==> src/rtl/xpmwrap_pkg.sv <==
// xpmwrap_pkg: shared constants and response tag type for the distributed-RAM port arbiter.
package xpmwrap_pkg;
  localparam int RD_LATENCY = 2;
  localparam int NUM_REQ = 2;
  localparam int CNT_W = 16;
  typedef struct packed {
    logic valid;
    logic id;
  } tag_t;
endpackage

==> src/rtl/xpmwrap_rr_arb2.sv <==
// xpmwrap_rr_arb2: two-way round-robin grant with a 1-bit pointer favouring the last loser.
module xpmwrap_rr_arb2 (
  input  logic       clk,
  input  logic       rst,
  input  logic [1:0] i_valid,
  output logic [1:0] o_grant
);
  logic r_ptr;
  always_comb begin
    o_grant = rst ? 2'b00 : (&i_valid) ? (r_ptr ? 2'b10 : 2'b01) : i_valid;
  end
  // o_grant[0] set means requester 0 won, so requester 1 is next in line
  always_ff @(posedge clk) begin
    if (rst) r_ptr <= 1'b0;
    else if (|o_grant) r_ptr <= o_grant[0];
  end
endmodule

==> src/rtl/xpmwrap_dpdistram_arb.sv <==
// xpmwrap_dpdistram_arb: shares port A of a latency-2 distributed RAM between two requesters.
// Define XPMWRAP_DPDISTRAM_ARB_STATS_EN to add saturating per-requester grant counters.
module xpmwrap_dpdistram_arb
  import xpmwrap_pkg::*;
#(
  parameter int ADDR_WIDTH = 6,
  parameter int DATA_WIDTH = 32
) (
  input  logic                  clka,
  input  logic                  rsta,
  input  logic                  req0_valid,
  output logic                  req0_ready,
  input  logic                  req0_we,
  input  logic [ADDR_WIDTH-1:0] req0_addr,
  input  logic [DATA_WIDTH-1:0] req0_wdata,
  input  logic                  req1_valid,
  output logic                  req1_ready,
  input  logic                  req1_we,
  input  logic [ADDR_WIDTH-1:0] req1_addr,
  input  logic [DATA_WIDTH-1:0] req1_wdata,
  output logic                  rsp0_valid,
  output logic                  rsp1_valid,
  output logic [DATA_WIDTH-1:0] rsp_rdata,
`ifdef XPMWRAP_DPDISTRAM_ARB_STATS_EN
  output logic [CNT_W-1:0]      grant_cnt0,
  output logic [CNT_W-1:0]      grant_cnt1,
`endif
  output logic                  mem_ena,
  output logic                  mem_wea,
  output logic                  mem_regcea,
  output logic                  mem_rsta,
  output logic [ADDR_WIDTH-1:0] mem_addra,
  output logic [DATA_WIDTH-1:0] mem_dina,
  input  logic [DATA_WIDTH-1:0] mem_douta
);
  logic [1:0] w_grant;
  tag_t       r_tag [RD_LATENCY];
  xpmwrap_rr_arb2 u_arb (
    .clk    (clka),
    .rst    (rsta),
    .i_valid({req1_valid, req0_valid}),
    .o_grant(w_grant)
  );
  assign req0_ready = w_grant[0];
  assign req1_ready = w_grant[1];
  assign mem_ena    = |w_grant;
  assign mem_wea    = w_grant[0] ? req0_we : (w_grant[1] & req1_we);
  assign mem_addra  = w_grant[1] ? req1_addr : req0_addr;
  assign mem_dina   = w_grant[1] ? req1_wdata : req0_wdata;
  assign mem_regcea = 1'b1;
  assign mem_rsta   = rsta;
  assign rsp_rdata  = mem_douta;
  // tag pipe matches the RAM's two register stages so valid lines up with douta
  always_ff @(posedge clka) begin
    if (rsta) begin
      for (int i = 0; i < RD_LATENCY; i++) r_tag[i] <= '0;
    end else begin
      r_tag[0] <= '{valid: mem_ena & ~mem_wea, id: w_grant[1]};
      for (int i = 1; i < RD_LATENCY; i++) r_tag[i] <= r_tag[i-1];
    end
  end
  assign rsp0_valid = ~rsta & r_tag[RD_LATENCY-1].valid & ~r_tag[RD_LATENCY-1].id;
  assign rsp1_valid = ~rsta & r_tag[RD_LATENCY-1].valid & r_tag[RD_LATENCY-1].id;
`ifdef XPMWRAP_DPDISTRAM_ARB_STATS_EN
  logic [CNT_W-1:0] r_cnt [NUM_REQ];
  always_ff @(posedge clka) begin
    for (int i = 0; i < NUM_REQ; i++) begin
      if (rsta) r_cnt[i] <= '0;
      else if (w_grant[i] && r_cnt[i] != '1) r_cnt[i] <= r_cnt[i] + 1'b1;
    end
  end
  assign grant_cnt0 = r_cnt[0];
  assign grant_cnt1 = r_cnt[1];
`endif
endmodule
==> config.mk <==
export PLATFORM = sky130hd
export DESIGN_NAME = xpmwrap_dpdistram_arb
export DESIGN_NICKNAME = d
export VERILOG_FILES = /design/src/rtl/xpmwrap_pkg.sv /design/src/rtl/xpmwrap_rr_arb2.sv /design/src/rtl/xpmwrap_dpdistram_arb.sv
export SDC_FILE = /design/constraint.sdc
export NUM_CORES = 1
export LEC_CHECK = 0
export ABC_AREA = 1
export ABC_CLOCK_PERIOD_IN_PS = 920
export CORE_ASPECT_RATIO = 0.9
export CORE_MARGIN = 2
export CORE_UTILIZATION = 18
export CTS_BUF_LIST = sky130_fd_sc_hd__clkbuf_4 sky130_fd_sc_hd__clkbuf_8
export DETAILED_ROUTE_END_ITERATION = 8
export PLACE_DENSITY = 0.82
export SYNTH_ARGS = -nofsm -noshare
export SYNTH_HDL_FRONTEND = slang
export SYNTH_SLANG_ARGS = --single-unit
==> constraint.sdc <==
create_clock -name clka -period 0.92 [get_ports clka]
set_input_delay 0.092 -clock clka [delete_from_list [all_inputs] [get_ports clka]]
set_output_delay 0.092 -clock clka [all_outputs]
set_load 0.05 [all_outputs]
==> results.sh, run 1 <==
export IMPL_status="finished, violations left"
export IMPL_violations="negative setup slack"
export IMPL_hp_class="in2out"
export IMPL_r2r_cells=7
export IMPL_routabilityCongestion=0.779
export IMPL_htree_levels=1
export IMPL_clockBufferDepth=2
export IMPL_min_path_cells=0
export IMPL_clockRootBuffer="clkbuf_8"
export IMPL_drc=0
export IMPL_worst_slack_ns=-0.524
export IMPL_grt_pass1_wl_um=8340
export IMPL_drive_gt1_frac=0.680
export IMPL_antenna_found_initial=0
export IMPL_wl_per_cell_um=17.4
export IMPL_clock_skew_ns=0.00244
export IMPL_synth_distinct_cells=17
export IMPL_timing_max_cap_violations=0
export IMPL_fmax_mhz=693
export IMPL_fp_coreArea_mm2=0.00532
export IMPL_critPathMaxStageDelay_ns=0.31
export IMPL_num_nets_final=412
export IMPL_clkTransAtPathRegs_ns=0.04
export IMPL_min_period_ns=1.44
export IMPL_num_vias=1607
export IMPL_ctsHoldBuffers=0
export IMPL_final_cells=364
export IMPL_start_util=0.188
export IMPL_final_core_util=0.689
export IMPL_fp_dieW_um=82.6
export IMPL_placed_cells=345
export IMPL_first_global_vias=1661
export IMPL_critical_path_class="reg2out"
export IMPL_end_kind="primary output"
export IMPL_die_area_mm2=0.00617
export IMPL_start_kind="flip-flop"
export IMPL_ys_ff_latch=5
export IMPL_postSynthCellCount=187
export IMPL_antenna_cells=0
export IMPL_cpMostUsedCell="nand2_4"
export IMPL_yosys_warnings=0
export IMPL_clock_latency_ns=0.22
export IMPL_rsz0062_at_grt="yes"
export IMPL_peakVddDrop_uv=483
export IMPL_setup_viol_count_final=46
export IMPL_synth_area_um2=1000
export IMPL_p_leak_nw=1.69
export IMPL_num_io_pins=192
export IMPL_cts_sinks=5
export IMPL_drv_slew=0
export IMPL_ant_nets=0
export IMPL_synth_fp_nets=301
export IMPL_cp_cell_sequence="inv_2 > nand2_4 > nand2_8 > clkinv_8 > clkbuf_16 > nand2_2 > nand2_4 > buf_12"
export IMPL_grt_ovfl_total=0
export IMPL_viasPerCell=4.41
export IMPL_cp_data_arrival_time_ns=1.35
export IMPL_cp_max_fo=8
export IMPL_yosysSeqAreaShare=0.100
export IMPL_drtPass1Iterations=4
export IMPL_crit_slowest_cell="dfxtp_2"
export IMPL_grt_max_degree=18
export IMPL_fin_crit_sh=1.57
export IMPL_tritoncts="built"
export IMPL_syn_mean_instance_area_um2=5.35
export IMPL_cp_required_ns=0.83
export IMPL_areaGrowthSynthToFinish_pct=267
export IMPL_port_buffer_count=126
export IMPL_drtIter0Drc=19
export IMPL_die_h_um=74.7
export IMPL_rows=25
export IMPL_hpwl_um=3760
export IMPL_power_density_mw_per_mm2=878
export IMPL_track_usage=0.182
export IMPL_finalHoldViolations=0
export IMPL_cts_inserted_buffers=3
export IMPL_drt_wl_total_um=6350
cells by family (layout without fill, tap and decap cells):
family                 after synthesis  count (layout)  share of synthesized area
DFF                                  5               5                      0.100
buffers and inverters               51             161                      0.359
AOI/OAI and AO/OA                    2               2                     0.0150
other                                1               1                    0.00375
and+or+nand+nor                    128             128                      0.522
sequential cells by signal, summed over array words and instances (netlist names):
name	cells
u_arb.r_ptr	1
r_tag	4
Yosys cell counts (all sizes together):
| cell | count | area share |
|---|---|---|
| nand2 | 119 | 0.47 |
| nor2 | 6 | 0.030 |
| buf | 42 | 0.33 |
| o21ai | 1 | 0.0050 |
| nand3 | 1 | 0.0050 |
| conb | 1 | 0.0038 |
| and3 | 1 | 0.0063 |
| inv | 9 | 0.034 |
| o211a | 1 | 0.010 |
| dfxtp | 5 | 0.10 |
| nand4 | 1 | 0.0063 |
final cells by class:
class / instances / area (um^2)
multi-input cells: 131 / 1300
inverters: 9 / 48.8
repair buffers: 148 / 2080
flip-flops and latches: 5 / 104
fillers: 380 / 1650
clock buffers: 4 / 48.8
well taps: 67 / 83.8
what timing repair did:
action,4_1_cts,5_1_grt
pin swaps,18,16
resized for setup,104,59
setup endpoints to repair,48,47
buffers inserted,9,3
gates cloned,8,1
worst paths after layout:
check | startpoint | to | slack (ns)
hold reg to reg | r_tag[0][1] | r_tag[0][3] | 0.42
setup reg to reg | u_arb.r_ptr | r_tag[0][0] | -0.16
hold / removal | mem_douta[25] | rsp_rdata[25] | 0.18
setup / recovery | u_arb.r_ptr | mem_dina[5] | -0.52
power by group:
part,internal (W),total (W),switching (W)
Sequential,0.000233,0.000242,0.00000836
Combinational,0.00127,0.00254,0.00126
Clock,0.000327,0.000437,0.000110
layer usage:
| metal | routed length [um] | track usage | up-vias |
|---|---|---|---|
| met1 | 2140 | 0.178 | 738 |
| li1 | - | - | 740 |
| met2 | 3410 | 0.356 | 109 |
| met4 | 195 | 0.0820 | 0 |
| met5 | 0 | 0 | - |
| met3 | 599 | 0.0504 | 20 |
worst max-delay path, delay by kind of cell, from the launching register on:
| family | cells | cell delay [ns] |
|---|---|---|
| buffers and inverters | 4 | 0.48 |
| AND/OR/NAND/NOR | 4 | 0.33 |
| flip-flops | 1 | 0.31 |
placed cells by master, fill, tap and decap left out, types with 4 or more instances in the layout:
cell type / n
clkdlybuf4s50_1: 78
inv_2: 4
buf_4: 4
buf_6: 6
nand2_2: 28
nand2_1: 4
nand2_4: 83
buf_12: 50
nand2_8: 4
buf_16: 5
through the flow:
| step | hold slack, ns | setup TNS (ns) | power, W | setup WS (ns) | cell area [um^2] |
|---|---|---|---|---|---|
| after CTS | 0.184 | -21.48 | 0.00316 | -0.572 | 3540 |
| after floorplan | 0.163 | -6.07 | 0.00161 | -0.199 | 1320 |
| final | 0.184 | -20.40 | 0.00322 | -0.524 | 3660 |
| after global placement | 0.184 | -24.30 | 0.00234 | -0.606 | 2870 |
| after detailed placement | 0.184 | -26.36 | 0.00237 | -0.632 | 2870 |
| after global routing | 0.184 | -22.31 | 0.00334 | -0.562 | 3660 |
No activity file was read; power rests on OpenSTA's default activity.
==> inputs of run 2 (changes only) <==
ABC_AREA = default   (was 1)
CORE_UTILIZATION = 20   (was 18)
PLACE_DENSITY = 0.85   (was 0.82)
SETUP_SLACK_MARGIN = 0.05   (was default)
==> run 2 against run 1 <==
The run still ends with negative setup slack left. Sequential cell count is the same. Worst setup slack worse by 0.14 ns. Sequential share of layout area increased by 1.3 points. Cell area down 31%. Die area shrank 0.51%. Register-to-register slack improved by 0.18 ns. Count of clock-buffer cells in the layout stayed put. Clock skew is essentially flat. Hold slack is essentially flat. Largest cell class unchanged. Highest routed layer unchanged.
==> results.sh, run 2 <==
export IMPL_timing_max_cap_violations=0
export IMPL_worst_slack_ns=-0.659
export IMPL_hpwl_um=3280
export IMPL_clock_skew_ns=0.00229
export IMPL_grt_ovfl_total=0
export IMPL_postSynthCellCount=104
export IMPL_syn_mean_instance_area_um2=10.6
export IMPL_yosys_top_cells_count="38 x mux2_4, 34 x buf_4, 5 x dfxtp_1"
export IMPL_antenna_found_initial=0
export IMPL_fmax_mhz=633
export IMPL_hp_class="in2out"
export IMPL_async_reset_ff_frac=0
export IMPL_combPwrFrac=0.716
export IMPL_setup_viol_count_final=43
export IMPL_yosys_warnings=0
export IMPL_violations="negative setup slack"
export IMPL_peakVddDrop_uv=500
export IMPL_hold_path_endpoint="rsp_rdata[28]"
export IMPL_min_period_ns=1.58
export IMPL_r2r_slack_ns=0.02
export IMPL_num_io_pins=192
export IMPL_synth_most_common_cell="mux2_4"
export IMPL_tritoncts="built"
export IMPL_rows=25
export IMPL_wl_per_cell_um=14.4
export IMPL_multi_input_area_um2=785
export IMPL_p_leak_nw=1.21
export IMPL_synth_distinct_cells=19
export IMPL_clockBufferDepth=2
export IMPL_regArea_um2=104
export IMPL_areaGrowthSynthToFinish_pct=130
export IMPL_routabilityCongestion=0.667
export IMPL_synth_area_leaders="mux2_4 52%, buf_4 23%, dfxtp_1 9.1%, buf_6 4.1%, nand3b_4 1.8%"
export IMPL_cts_inserted_buffers=3
export IMPL_critical_path_class="reg2out"
export IMPL_synth_area_mm2=0.00110
export IMPL_yosys_most_used_dff="dfxtp_1"
export IMPL_switchingPower_w=0.000938
export IMPL_viasPerCell=4.08
export IMPL_synth_edf_count=0
export IMPL_drt_wl_total_um=4040
export IMPL_track_usage=0.117
export IMPL_r2r_start="u_arb.r_ptr"
export IMPL_fin_crit_sh=1.72
export IMPL_largest_register="r_tag"
export IMPL_cp_data_arrival_time_ns=1.49
export IMPL_num_vias=1142
export IMPL_pwr_share_seq=0.100
export IMPL_grt_max_degree=15
export IMPL_cts_sinks=5
export IMPL_drc=0
export IMPL_drtIter0Drc=11
export IMPL_drv_slew=0
export IMPL_ctsHoldBuffers=0
export IMPL_layout_commonest_cell="clkdlybuf4s50_1"
export IMPL_tns_ns=-25.40
export IMPL_synth_fp_nets=218
export IMPL_drive_gt1_frac=0.596
export IMPL_fp_dieW_um=82.3
export IMPL_fill_cells=475
export IMPL_yosys_area_top_type="mux2_4"
export IMPL_antenna_cells=0
export IMPL_first_global_vias=1128
export IMPL_grt_pass1_wl_um=5490
export IMPL_synth_top_area_frac=0.516
export IMPL_die_area_mm2=0.00614
export IMPL_clock_latency_ns=0.22
export IMPL_yosysSeqAreaShare=0.0906
export IMPL_start_util=0.209
export IMPL_die_h_um=74.5
export IMPL_status="finished, violations left"
export IMPL_top_regs="r_tag: 4 flops, u_arb.r_ptr: 1 flops"
export IMPL_finalPower_w=0.00237
export IMPL_cp_required_ns=0.83
export IMPL_largest_reg_flops=4
export IMPL_ys_ff_latch=5
export IMPL_end_kind="primary output"
export IMPL_worstReg2RegEnd="r_tag[0][0]"
export IMPL_ant_nets=0
export IMPL_drtPass1Iterations=2
export IMPL_layout_common_cells="78 x clkdlybuf4s50_1, 38 x mux2_4, 31 x buf_6"
export IMPL_fp_coreArea_mm2=0.00529
export IMPL_htree_levels=1
export IMPL_num_nets_final=328
export IMPL_r2r_cells=4
export IMPL_clock_power_share=0.184
export IMPL_cp_max_fo=6
export IMPL_clockRootBuffer="clkbuf_8"
export IMPL_clkTransAtPathRegs_ns=0.03
export IMPL_start_kind="flip-flop"
export IMPL_swShare=0.396
export IMPL_hp_start="mem_douta[28]"
export IMPL_power_density_mw_per_mm2=934
export IMPL_p_int_w=0.00143
export IMPL_min_path_cells=0
export IMPL_finalHoldViolations=0
export IMPL_rsz0062_at_grt="yes"
export IMPL_port_buffer_count=126
## run 2: cell count changes in the layout (fill, tap and decap cells not counted), sizes merged, moves of 2 or more
cell	delta
buf	-2
clkbuf	-2
inv	-6
mux2	+38
nand2	-116
nor2	-2
nor2b	+2
## run 2: worst max path at each step
stage | cells past startpoint | from | slack (ns) | to
3_3_place_gp | 6 | req0_valid | -0.68 | mem_dina[5]
3_5_place_dp | 6 | req0_valid | -0.70 | mem_dina[13]
4_1_cts | 5 | u_arb.r_ptr | -0.66 | mem_addra[4]
5_1_grt | 5 | u_arb.r_ptr | -0.71 | mem_addra[4]
6_report | 5 | u_arb.r_ptr | -0.66 | mem_dina[0]
2_1_floorplan | 4 | u_arb.r_ptr | -0.29 | mem_addra[0]
## run 2: power groups by stage
stage               clock network, W  registers [W]  logic (W)
floorplan                          0       0.000238    0.00129
global placement                   0       0.000239    0.00154
detailed placement                 0       0.000240    0.00156
CTS                         0.000439       0.000237    0.00169
global route                0.000458       0.000239    0.00177
finish                      0.000436       0.000237    0.00170
## run 2: cell families (layout without fill, tap and decap cells)
| family | after synthesis | after routing | share of synthesized area |
|---|---|---|---|
| muxes | 38 | 38 | 0.516 |
| DFF | 5 | 5 | 0.0906 |
| and+or+nand+nor | 16 | 16 | 0.0906 |
| buffers and inverters | 41 | 150 | 0.282 |
| other | 1 | 1 | 0.00339 |
| AOI/OAI and AO/OA | 3 | 3 | 0.0170 |
## run 2: critical path, stage by stage, from the launching register on
cell and delay (ns):
dfxtp_2 0.32, nand2b_4 0.13, nand3b_4 0.14, buf_4 0.20
mux2_4 0.29, buf_4 0.19
## run 2: metrics by stage
| stage | util | hold slack (ns) | cells | cell area [um^2] | setup WS [ns] |
|---|---|---|---|---|---|
| final | 0.480 | 0.184 | 280 | 2540 | -0.659 |
| after global routing | 0.480 | 0.184 | 280 | 2540 | -0.714 |
| after CTS | 0.475 | 0.184 | 277 | 2510 | -0.656 |
| after detailed placement | 0.427 | 0.184 | 268 | 2260 | -0.700 |
| after global placement | 0.427 | 0.184 | 268 | 2260 | -0.676 |
| after floorplan | - | 0.208 | 104 | 1160 | -0.286 |
## run 2: area by class of cell
class	instances	share of cell area
tap	67	0.0330
multi-input combinational	58	0.309
sequential	5	0.0409
inverter	2	0.00296
clock buffer	4	0.0192
timing repair buffer	144	0.595
## run 2: repair_timing
| item | in CTS | in global routing |
|---|---|---|
| pin swaps | 5 | 4 |
| resized for setup | 55 | 5 |
| endpoints found under the setup margin | 48 | 46 |
| setup buffers | 5 | 4 |
| gates cloned | 1 | 0 |
## run 2: metal layers
metal	GRT usage	up-vias	wire, um
met5	0	-	0
met4	0.0519	0	62
met3	0.0340	9	458
met2	0.226	81	2230
met1	0.114	518	1290
li1	-	534	-
